**config.mk**
```make
export PLATFORM = sky130hd
export DESIGN_NAME = sstv_pixel_tx
export DESIGN_NICKNAME = d
export VERILOG_FILES = /design/src/rtl/sstv_pixel_tx.sv
export SDC_FILE = /design/constraint.sdc
export NUM_CORES = 1
export LEC_CHECK = 0
export BUFFER_PORTS_ARGS = -buffer_cell sky130_fd_sc_hd__buf_2
export CAP_MARGIN = 20
export CORE_MARGIN = 2
export CORE_UTILIZATION = 50
export CTS_CLUSTER_SIZE = 24
export DETAILED_ROUTE_END_ITERATION = 12
export PLACE_DENSITY = 0.78
export REMOVE_ABC_BUFFERS = 1
export SLEW_MARGIN = 30
export SYNTH_ARGS = -nofsm -noshare
export SYNTH_HDL_FRONTEND = slang
export SYNTH_SLANG_ARGS = --single-unit
```
**constraint.sdc**
```tcl
create_clock -name clk -period 3.2 [get_ports clk]
set_clock_uncertainty 0.2 [all_clocks]
set_input_delay 0.32 -clock clk [delete_from_list [all_inputs] [get_ports clk]]
set_output_delay 0.32 -clock clk [all_outputs]
set_load 0.05 [all_outputs]
```
**src/rtl/sstv_pixel_tx.sv**
```systemverilog
// sstv_pixel_tx: turns a stream of 2-bit grey pixels into one SSTV scan line
// of 12-bit tone-frequency words (sync, porch, one timed slot per pixel).
module sstv_pixel_tx #(
    parameter int LINE_PIXELS = 160,
    parameter int PIXEL_TICKS = 30,
    parameter int SYNC_TICKS  = 3000,
    parameter int PORCH_TICKS = 200
) (
    input  logic        clk,
    input  logic        reset_n,
    input  logic        start,
    input  logic [1:0]  pix_color,
    input  logic        pix_valid,
    output logic        pix_ready,
    output logic [11:0] freq,
    output logic        tone_en,
    output logic        busy,
    output logic        line_done,
    output logic        underrun
);

    localparam int MAXT_SP = (SYNC_TICKS > PORCH_TICKS) ? SYNC_TICKS : PORCH_TICKS;
    localparam int MAXT    = (MAXT_SP > PIXEL_TICKS) ? MAXT_SP : PIXEL_TICKS;
    localparam int TW      = (MAXT > 1) ? $clog2(MAXT) : 1;
    localparam int PW      = $clog2(LINE_PIXELS + 1);

    localparam logic [1:0] S_IDLE  = 2'd0;
    localparam logic [1:0] S_SYNC  = 2'd1;
    localparam logic [1:0] S_PORCH = 2'd2;
    localparam logic [1:0] S_PIXEL = 2'd3;

    localparam logic [11:0] F_SYNC  = 12'd1200;
    localparam logic [11:0] F_PORCH = 12'd1500;
    localparam logic [11:0] F_BLACK = 12'd1600;

    logic [1:0]    state_q, state_d;
    logic [TW-1:0] tick_q, tick_d;
    logic [PW-1:0] slot_q, slot_d;
    logic [PW-1:0] acc_q, acc_d;
    logic          hold_full_q, hold_full_d;
    logic [1:0]    hold_q, hold_d;
    logic [11:0]   freq_q, freq_d;
    logic          tone_q, tone_d;
    logic          done_q, done_d;
    logic          under_q, under_d;
    logic          slot_start;
    logic          hs;

    // Grey level to tone: 1600 Hz plus 200 Hz per step, centred in decode bins.
    function automatic logic [11:0] col_freq(input logic [1:0] c);
        return F_BLACK + ({10'd0, c} * 12'd200);
    endfunction

    assign busy      = (state_q != S_IDLE);
    assign pix_ready = busy & ~hold_full_q & (acc_q < PW'(LINE_PIXELS));
    assign hs        = pix_valid & pix_ready;

    assign freq      = freq_q;
    assign tone_en   = tone_q;
    assign line_done = done_q;
    assign underrun  = under_q;

    // Next-state: line sequencing, hold register and registered tone word.
    always_comb begin
        state_d     = state_q;
        tick_d      = tick_q;
        slot_d      = slot_q;
        acc_d       = acc_q;
        hold_full_d = hold_full_q;
        hold_d      = hold_q;
        freq_d      = freq_q;
        tone_d      = tone_q;
        done_d      = 1'b0;
        under_d     = 1'b0;
        slot_start  = 1'b0;

        if (hs) begin
            hold_full_d = 1'b1;
            hold_d      = pix_color;
            acc_d       = acc_q + 1'b1;
        end

        unique case (state_q)
            S_IDLE: begin
                freq_d = 12'd0;
                tone_d = 1'b0;
                if (start) begin
                    state_d     = S_SYNC;
                    tick_d      = TW'(SYNC_TICKS - 1);
                    acc_d       = '0;
                    hold_full_d = 1'b0;
                    freq_d      = F_SYNC;
                    tone_d      = 1'b1;
                end
            end
            S_SYNC: begin
                if (tick_q == '0) begin
                    state_d = S_PORCH;
                    tick_d  = TW'(PORCH_TICKS - 1);
                    freq_d  = F_PORCH;
                end else begin
                    tick_d = tick_q - 1'b1;
                end
            end
            S_PORCH: begin
                if (tick_q == '0) begin
                    state_d    = S_PIXEL;
                    slot_d     = PW'(1);
                    slot_start = 1'b1;
                end else begin
                    tick_d = tick_q - 1'b1;
                end
            end
            S_PIXEL: begin
                if (tick_q == '0) begin
                    if (slot_q == PW'(LINE_PIXELS)) begin
                        state_d     = S_IDLE;
                        tick_d      = '0;
                        slot_d      = '0;
                        freq_d      = 12'd0;
                        tone_d      = 1'b0;
                        done_d      = 1'b1;
                        hold_full_d = 1'b0;
                    end else begin
                        slot_d     = slot_q + 1'b1;
                        slot_start = 1'b1;
                    end
                end else begin
                    tick_d = tick_q - 1'b1;
                end
            end
            default: begin
                state_d = S_IDLE;
            end
        endcase

        // A slot always plays: the held pixel if there is one, else black.
        if (slot_start) begin
            tick_d = TW'(PIXEL_TICKS - 1);
            if (hold_full_q) begin
                freq_d      = col_freq(hold_q);
                hold_full_d = 1'b0;
            end else begin
                freq_d  = F_BLACK;
                under_d = 1'b1;
            end
        end
    end

    // State registers with asynchronous clear.
    always_ff @(posedge clk or negedge reset_n) begin
        if (!reset_n) begin
            state_q     <= S_IDLE;
            tick_q      <= '0;
            slot_q      <= '0;
            acc_q       <= '0;
            hold_full_q <= 1'b0;
            hold_q      <= 2'd0;
            freq_q      <= 12'd0;
            tone_q      <= 1'b0;
            done_q      <= 1'b0;
            under_q     <= 1'b0;
        end else begin
            state_q     <= state_d;
            tick_q      <= tick_d;
            slot_q      <= slot_d;
            acc_q       <= acc_d;
            hold_full_q <= hold_full_d;
            hold_q      <= hold_d;
            freq_q      <= freq_d;
            tone_q      <= tone_d;
            done_q      <= done_d;
            under_q     <= under_d;
        end
    end

endmodule

```
==> metrics.md, run 1 <==
| Metric | Value |
|---|---|
| Critical-path top delay cell | `or4_4` |
| Mapped Cells | `approximately 280` |
| Port Buffers | `20` |
| #FFs+latches synth | `46` |
| Filler cell count | `between 400 and 500` |
| Clk slew on worst S/H paths | `~0.08 ns` |
| Initial antenna violation count | `0` |
| Die height | `between 70 and 80 um` |
| Slew headroom | `0.602` |
| Setup TNS | `0 ns` |
| Warnings from Yosys | `0` |
| Worst vdd rail ir drop | `0.000334 V` |
| Core Footprint | `5110 um^2` |
| Placer Congestion | `~0.88` |
| HPWL Detailed | `3.87 mm` |
| Combinational share of power | `0.095` |
| Die X | `between 70 and 80 um` |
| Cell Area, Synth | `~2700 um^2` |
| Power, Total | `between 0.001 and 0.0015 W` |
| 1st-iter DRT viols | `177` |
| Sinks on Clock Net | `46` |
| CP required | `roughly 3.2 ns` |
| Post-route insts no fill | `approximately 370` |
| Hold Buf Count CTS | `1` |
| Dominant synthesized flop cell | `dfrtp_1` |
| Largest net degree at the start of global routing | `47` |
| Net Sw Frac | `0.247` |
| Post-CTS resize count | `0` |
| Sequential share of the synthesized area | `0.434` |
| DRT Wirelength | `5.53 mm` |
| Routed Antenna Nets | `0` |
| Commonest non-fill, non-tap cell in the layout | `dfrtp_1` |
| Most frequent cells in the layout | `46 x dfrtp_1, 31 x nand2_1, 21 x nor2_1, 21 x o21ai_0, 19 x buf_2` |
| Critical path class | `flop to flop` |
| Sequential Area | `1150 um^2` |
| CP peak stage delay | `0.60 ns` |
| Lkg Pwr | `around 1.3 nW` |
| Power per cell area | `407 nW/um^2` |
| Final routed wire length divided by cell count | `14.9 um` |
| Routed vias | `approximately 2100` |
| Psw | `approximately 0.00029 W` |
| Grt met1 use | `0.261` |
| Nets@finish | `approximately 320` |
| Crit-path cells | `inv_1 -> ha_1 -> or4b_1 -> or4_4 -> nor2_4 -> mux2_2 -> mux2_2` |
| Clock Path Buffers | `2` |
| DR vias/cell | `5.79` |
| Worst EP arrival | `about 3.0 ns` |
| Status | `finished clean` |
| Starting Density | `0.519` |
| Worst Hold Class | `primary input to flop` |
| RSZ-0062 raised after global routing | `no` |
| Worst-skew pair later-pin latency | `0.29 ns` |
| Global route hottest layer | `met2` |
| Clock share of power | `0.360` |
| Row count | `26` |
| Layout cells sized above 1 | `0.169` |
| Syn Area/Cell | `around 9.4 um^2` |
| CTS Root Cell | `clkbuf_8` |
| Startpoint types | `flop` |
| Slew Limit Fails | `0` |
| Crit path max fanout | `12` |
| Crit path time final | `approximately 3.0 ns` |
| Largest delay share family, worst path | `simple AND/OR/NAND/NOR gates` |
| Residual DRC count | `0` |
| Grt met2 use | `0.331` |
| Multi-input logic area | `between 1000 and 1500 um^2` |
| Die area | `5900 um^2` |
| Synth cell types | `53` |
| Pint | `approximately 0.00089 W` |
| Met3 GRT Util | `0.0353` |
| Grt total ovfl | `0` |
| H-tree levels | `2` |
| Area Growth Syn to Fin | `9.77%` |
| Sequential power share | `0.545` |
| Placed cell count | `~360` |
| CP most frequent cell | `mux2_2` |
| Ys async rst share | `1.00` |
| Actual slew at the worst max-slew pin | `about 0.60 ns` |
| First-pass iteration count of the detailed router | `4` |
| Vias in the first global route | `about 2000` |
| Ant. Diodes | `0` |
| Postcts setup bufs | `0` |
| GRT Util Overall | `0.194` |
| Setup-failing EPs final | `0` |
| First-pass GRT wire length | `between 9 and 10 mm` |
| Fin worst setup slack | `approximately 0.18 ns` |
| CTS tree | `built` |
| Hold_ws | `~0.0082 ns` |
| Final period util | `0.943` |
| Number of max-cap violations | `0` |
| Placement Setup Slack | `0.233 ns` |
| Max Fclk | `approximately 0.33 GHz` |
| WP buf/inv | `1` |
| I/O Pins | `23` |
| Clock buffer count from CTS | `5` |
| Crit end category | `flop` |
| EDFF count, synth | `0` |
| Final Hold Violating Endpoints | `0` |
[per-stage QoR]
step | utilization | cell area [um^2]
4_1_cts | 0.570 | 2910
3_5_place_dp | 0.547 | 2790
6_report | 0.570 | 2910
5_1_grt | 0.570 | 2910
2_1_floorplan | - | 2560
3_3_place_gp | 0.546 | 2790
[cell families (layout without fill, tap and decap cells)]
family,count (synthesis),in the layout,synth area share
muxes,18,18,0.0737
other,1,2,0.00142
AOI/OAI and AO/OA,65,65,0.158
xor gates and xnor gates,8,8,0.0264
adders and majority gates,10,10,0.0472
DFF,46,46,0.434
and+or+nand+nor,108,108,0.212
buffers and inverters,27,44,0.0477
[worst min-delay path: cells and delay by family]
kind / cells / cell delay, ns
buffers and inverters: 1 / 0.07
AND/OR/NAND/NOR: 2 / 0.08
[layer usage]
metal | up-vias | wire length [um]
li1 | 1053 | -
met1 | 1026 | 2590
met2 | 62 | 2640
met3 | 7 | 249
met4 | 0 | 49
met5 | - | 0
[area by class of cell]
cell class                      count  area share
Sequential cell                    46       0.396
Tap cell                           70      0.0301
Timing Repair Buffer               26      0.0516
Multi-Input combinational cell    211       0.473
Clock inverter                      1      0.0103
Inverter                           10      0.0129
Clock buffer                        7      0.0262
[power by group through the flow]
stage / combinational [W] / clock (W) / sequential [W]
detailed placement: 0.000113 / 0 / 0.000658
CTS: 0.000115 / 0.000429 / 0.000646
global route: 0.000131 / 0.000453 / 0.000650
floorplan: 0.0000812 / 0 / 0.000649
finish: 0.000112 / 0.000427 / 0.000646
global placement: 0.000108 / 0 / 0.000656
[worst paths after layout]
check                                        from                      to  slack [ns]  depth (start not counted)
setup / recovery            tick_q[0]$_DFFE_PN0P_     freq[6]$_DFFE_PN0P_        0.18                          7
hold / removal                       pix_color[1]   hold_q[1]$_DFFE_PN0N_       0.008                          3
setup reg to reg            tick_q[0]$_DFFE_PN0P_     freq[6]$_DFFE_PN0P_        0.18                          7
hold reg to reg            tick_q[10]$_DFFE_PN0P_  tick_q[10]$_DFFE_PN0P_        0.27                          2
max in group asynchronous                 reset_n   tick_q[9]$_DFFE_PN0P_        2.04                          2
min in group asynchronous                 reset_n      acc_q[2]$_DFF_PN0_        0.35                          2
[sequential cells by signal, summed over array words and instances, names as in the netlist]
| signal | count |
|---|---|
| acc_q | 8 |
| freq | 10 |
| hold_full_q | 1 |
| hold_q | 2 |
| line_done | 1 |
| slot_q | 8 |
| state_q | 2 |
| tick_q | 12 |
| tone_en | 1 |
| underrun | 1 |
[Yosys cell counts (3+ instances only)]
library cell | count | share of area
and3_1 | 5 | 0.012
nor4_1 | 6 | 0.014
nand4_1 | 5 | 0.012
xor2_1 | 6 | 0.020
dfrtp_1 | 46 | 0.43
or4_1 | 3 | 0.0085
or3b_2 | 3 | 0.0099
nand3_1 | 3 | 0.0057
and2_1 | 5 | 0.012
clkbuf_1 | 10 | 0.014
or3_1 | 4 | 0.0094
nand2_1 | 31 | 0.044
o21a_1 | 3 | 0.0085
inv_1 | 9 | 0.013
mux2_2 | 12 | 0.051
nor2_1 | 21 | 0.030
ha_1 | 10 | 0.047
a21oi_1 | 18 | 0.034
a22o_1 | 3 | 0.0099
o21ai_0 | 21 | 0.040
mux2i_1 | 6 | 0.023
nor3_1 | 11 | 0.021
(Power assumes the default switching activity.)
==> inputs of run 2 (changes only) <==
Settings changed: BUFFER_PORTS_ARGS -buffer_cell sky130_fd_sc_hd__buf_2 to unset, DONT_BUFFER_PORTS set to 1, PLACE_DENSITY 0.78 to 0.74.
==> run 2 against run 1 <==
  * Fmax is 0.33% higher
  * Non-clock buffer count is 16 lower
  * Combinational power hardly changed
  * Clock power is 0.9% higher
  * Die area stayed put
  * Total power is 0.24% higher
  * Via count is 1.6% lower
  * Sequential power hardly changed
  * Register-to-register slack hardly changed
  * First-iteration DRC count is 25% lower
  * Wire length is 1.3% higher
  * Final area is 1.5% lower
  * Critical path type unchanged
  * Largest cell class unchanged
  * Largest power group unchanged
==> metrics.md, run 2 (synthesized netlist as in run 1, its figures left out) <==
| Metric | Value |
|---|---|
| 1st-iter DRT viols | `133 (-25%)` |
| Largest net degree at the start of global routing | `47 (unchanged)` |
| DRT Wirelength | `5.60 mm (+1.3%)` |
| Final period util | `0.940 (-0.00310)` |
| Residual DRC count | `0 (unchanged)` |
| Startpoint types | `flop` |
| H-tree levels | `2 (unchanged)` |
| Actual slew at the worst max-slew pin | `0.629 ns (+0.0320 ns)` |
| Sinks on Clock Net | `46 (unchanged)` |
| Core Footprint | `5110 um^2 (unchanged)` |
| CTS tree | `built` |
| RSZ-0062 raised after global routing | `no` |
| Clock Path Buffers | `2 (unchanged)` |
| Worst Setup EP | `freq[6]$_DFFE_PN0P_` |
| Layout cells sized above 1 | `0.119 (-0.0501)` |
| First-pass iteration count of the detailed router | `5 (+1)` |
| CP peak stage delay | `0.60 ns (about the same)` |
| Slew headroom | `0.581 (-0.0213)` |
| Starting Density | `0.519 (unchanged)` |
| Max FFs per register | `12 (unchanged)` |
| RR Startpoint | `tick_q[0]$_DFFE_PN0P_` |
| Die area | `5900 um^2 (unchanged)` |
| Area Growth Syn to Fin | `8.12%` |
| Status | `finished clean` |
| Routed vias | `2113 (-1.6%)` |
| Slew Limit Fails | `0 (unchanged)` |
| Number of max-cap violations | `0 (unchanged)` |
| Crit. Startpoint | `tick_q[0]$_DFFE_PN0P_` |
| Critical-path top delay cell | `or4_4` |
| R2r setup slk | `0.19 ns (about the same)` |
| Commonest non-fill, non-tap cell in the layout | `dfrtp_1` |
| First-pass GRT wire length | `9.66 mm (+4.1%)` |
| Initial antenna violation count | `0 (unchanged)` |
| Worst EP arrival | `3.00 ns (about the same)` |
| Max Fclk | `0.332 GHz (+0.33%)` |
| Placer Congestion | `0.894 (+1.7%)` |
| Vias in the first global route | `2009 (+2.1%)` |
| Clock buffer count from CTS | `5 (unchanged)` |
| WP buf/inv | `1 (unchanged)` |
| Clk slew on worst S/H paths | `0.08 ns (about the same)` |
| Row count | `26 (unchanged)` |
| Levels on crit path | `7 (unchanged)` |
| Crit-path cells | `inv_1 -> ha_1 -> or4b_1 -> or4_4 -> nor2_4 -> mux2_2 -> mux2_2` |
| Nets@finish | `300 (-5.1%)` |
| Reg2reg end | `freq[6]$_DFFE_PN0P_` |
| Ant. Diodes | `0 (unchanged)` |
| Die height | `76.8 um (unchanged)` |
| Worst-skew pair later-pin latency | `0.30 ns (about the same)` |
| Final routed wire length divided by cell count | `15.8 um (+5.9%)` |
| Crit end category | `flop` |
| Crit path max fanout | `12 (unchanged)` |
| Worst vdd rail ir drop | `0.000443 V (+33%)` |
| Sequential Area | `1150 um^2 (unchanged)` |
| HPWL Detailed | `3.95 mm (+2.1%)` |
| CP most frequent cell | `mux2_2` |
| Power per cell area | `415 nW/um^2 (+1.8%)` |
| Largest delay share family, worst path | `simple AND/OR/NAND/NOR gates` |
| Setup-failing EPs final | `0 (unchanged)` |
| Grt total ovfl | `0 (unchanged)` |
| Worst Hold Class | `primary input to flop` |
| Most frequent cells in the layout | `46 x dfrtp_1, 31 x nand2_1, 21 x nor2_1, 21 x o21ai_0, 18 x a21oi_1` |
| CP required | `3.19 ns (about the same)` |
| Final Hold Violating Endpoints | `0 (unchanged)` |
| Largest Register | `tick_q` |
| Critical path class | `flop to flop` |
| Setup TNS | `0 ns (unchanged)` |
| Port Buffers | `0 (-100%)` |
| Multi-input logic area | `1380 um^2 (unchanged)` |
| Power, Total | `0.00119 W (+0.24%)` |
| I/O Pins | `23 (unchanged)` |
| Crit path time final | `3.01 ns (-0.00993 ns)` |
| Filler cell count | `476 (+11%)` |
| CTS Root Cell | `clkbuf_8` |
| Die X | `76.8 um (unchanged)` |
| R2R cell count | `7 (unchanged)` |
| Postcts setup bufs | `0 (unchanged)` |
| DR vias/cell | `5.95 (+2.8%)` |
| Routed Antenna Nets | `0 (unchanged)` |
| GRT Util Overall | `0.201 (+0.00644)` |
| Lkg Pwr | `1.27 nW (-5.1%)` |
==> run 2: cell count changes in the layout (fill, tap and decap cells not counted) <==
cell,delta
buf_2,-19
clkbuf_1,-1
dlygate4sd3_1,+2
clkinvlp_4,+1
buf_16,+1
==> run 2: what timing repair did <==
action | in CTS | in global routing
gates resized for setup | 0 | 0
hold buffers | 4 | 0
hold endpoints to repair | 48 | 0
==> run 2: worst register-to-register path, cell delays in order (launching register included) <==
cell,delay [ns]
dfrtp_1,0.42
inv_1,0.11
ha_1,0.14
or4b_1,0.49
or4_4,0.60
nor2_4,0.31
mux2_2,0.37
mux2_2,0.26
==> run 2: per-layer routing <==
metal | part of all wire | up-vias | wire, um | track usage
li1 | - | 1007 | - | -
met1 | 0.46 | 1030 | 2550 | 0.276
met2 | 0.47 | 63 | 2640 | 0.323
met3 | 0.059 | 13 | 329 | 0.0435
met4 | 0.014 | 0 | 81 | 0.0509
met5 | 0 | - | 0 | 0
==> run 2: worst min path at each step <==
stage	from	end	slack (ns)	depth (start not counted)
2_1_floorplan	reset_n	acc_q[0]$_DFF_PN0_	-0.18	0
6_report	pix_valid	hold_q[1]$_DFFE_PN0N_	0.04	3
3_5_place_dp	reset_n	slot_q[6]$_DFFE_PN0P_	-0.17	0
5_1_grt	pix_valid	hold_q[1]$_DFFE_PN0N_	0.09	3
3_3_place_gp	reset_n	slot_q[3]$_DFFE_PN0P_	-0.17	0
4_1_cts	pix_valid	hold_q[1]$_DFFE_PN0N_	0.05	3
==> run 2: through the flow <==
stage,hold slack [ns],setup WS [ns],instances,util,area [um^2]
floorplan,-0.176,0.211,267,-,2560
global placement,-0.174,0.286,343,0.528,2700
detailed placement,-0.174,0.206,343,0.528,2700
CTS,0.0454,0.195,355,0.561,2870
global route,0.0850,0.101,355,0.561,2870
finish,0.0395,0.191,355,0.561,2870
==> run 2: area by class of cell <==
cell class	count	share of cell area
Multi-Input combinational cell	211	0.480
Clock inverter	2	0.0131
Inverter	10	0.0131
Timing Repair Buffer	10	0.0358
Clock buffer	6	0.0253
Sequential cell	46	0.402
Tap cell	70	0.0306
==> run 2: where the power goes <==
part	switching [W]	internal [W]	leakage, nW
clock	0.000198	0.000233	0.0514
sequential	0.0000337	0.000612	0.587
combinational	0.0000632	0.0000471	0.634
total	0.000295	0.000892	1.27
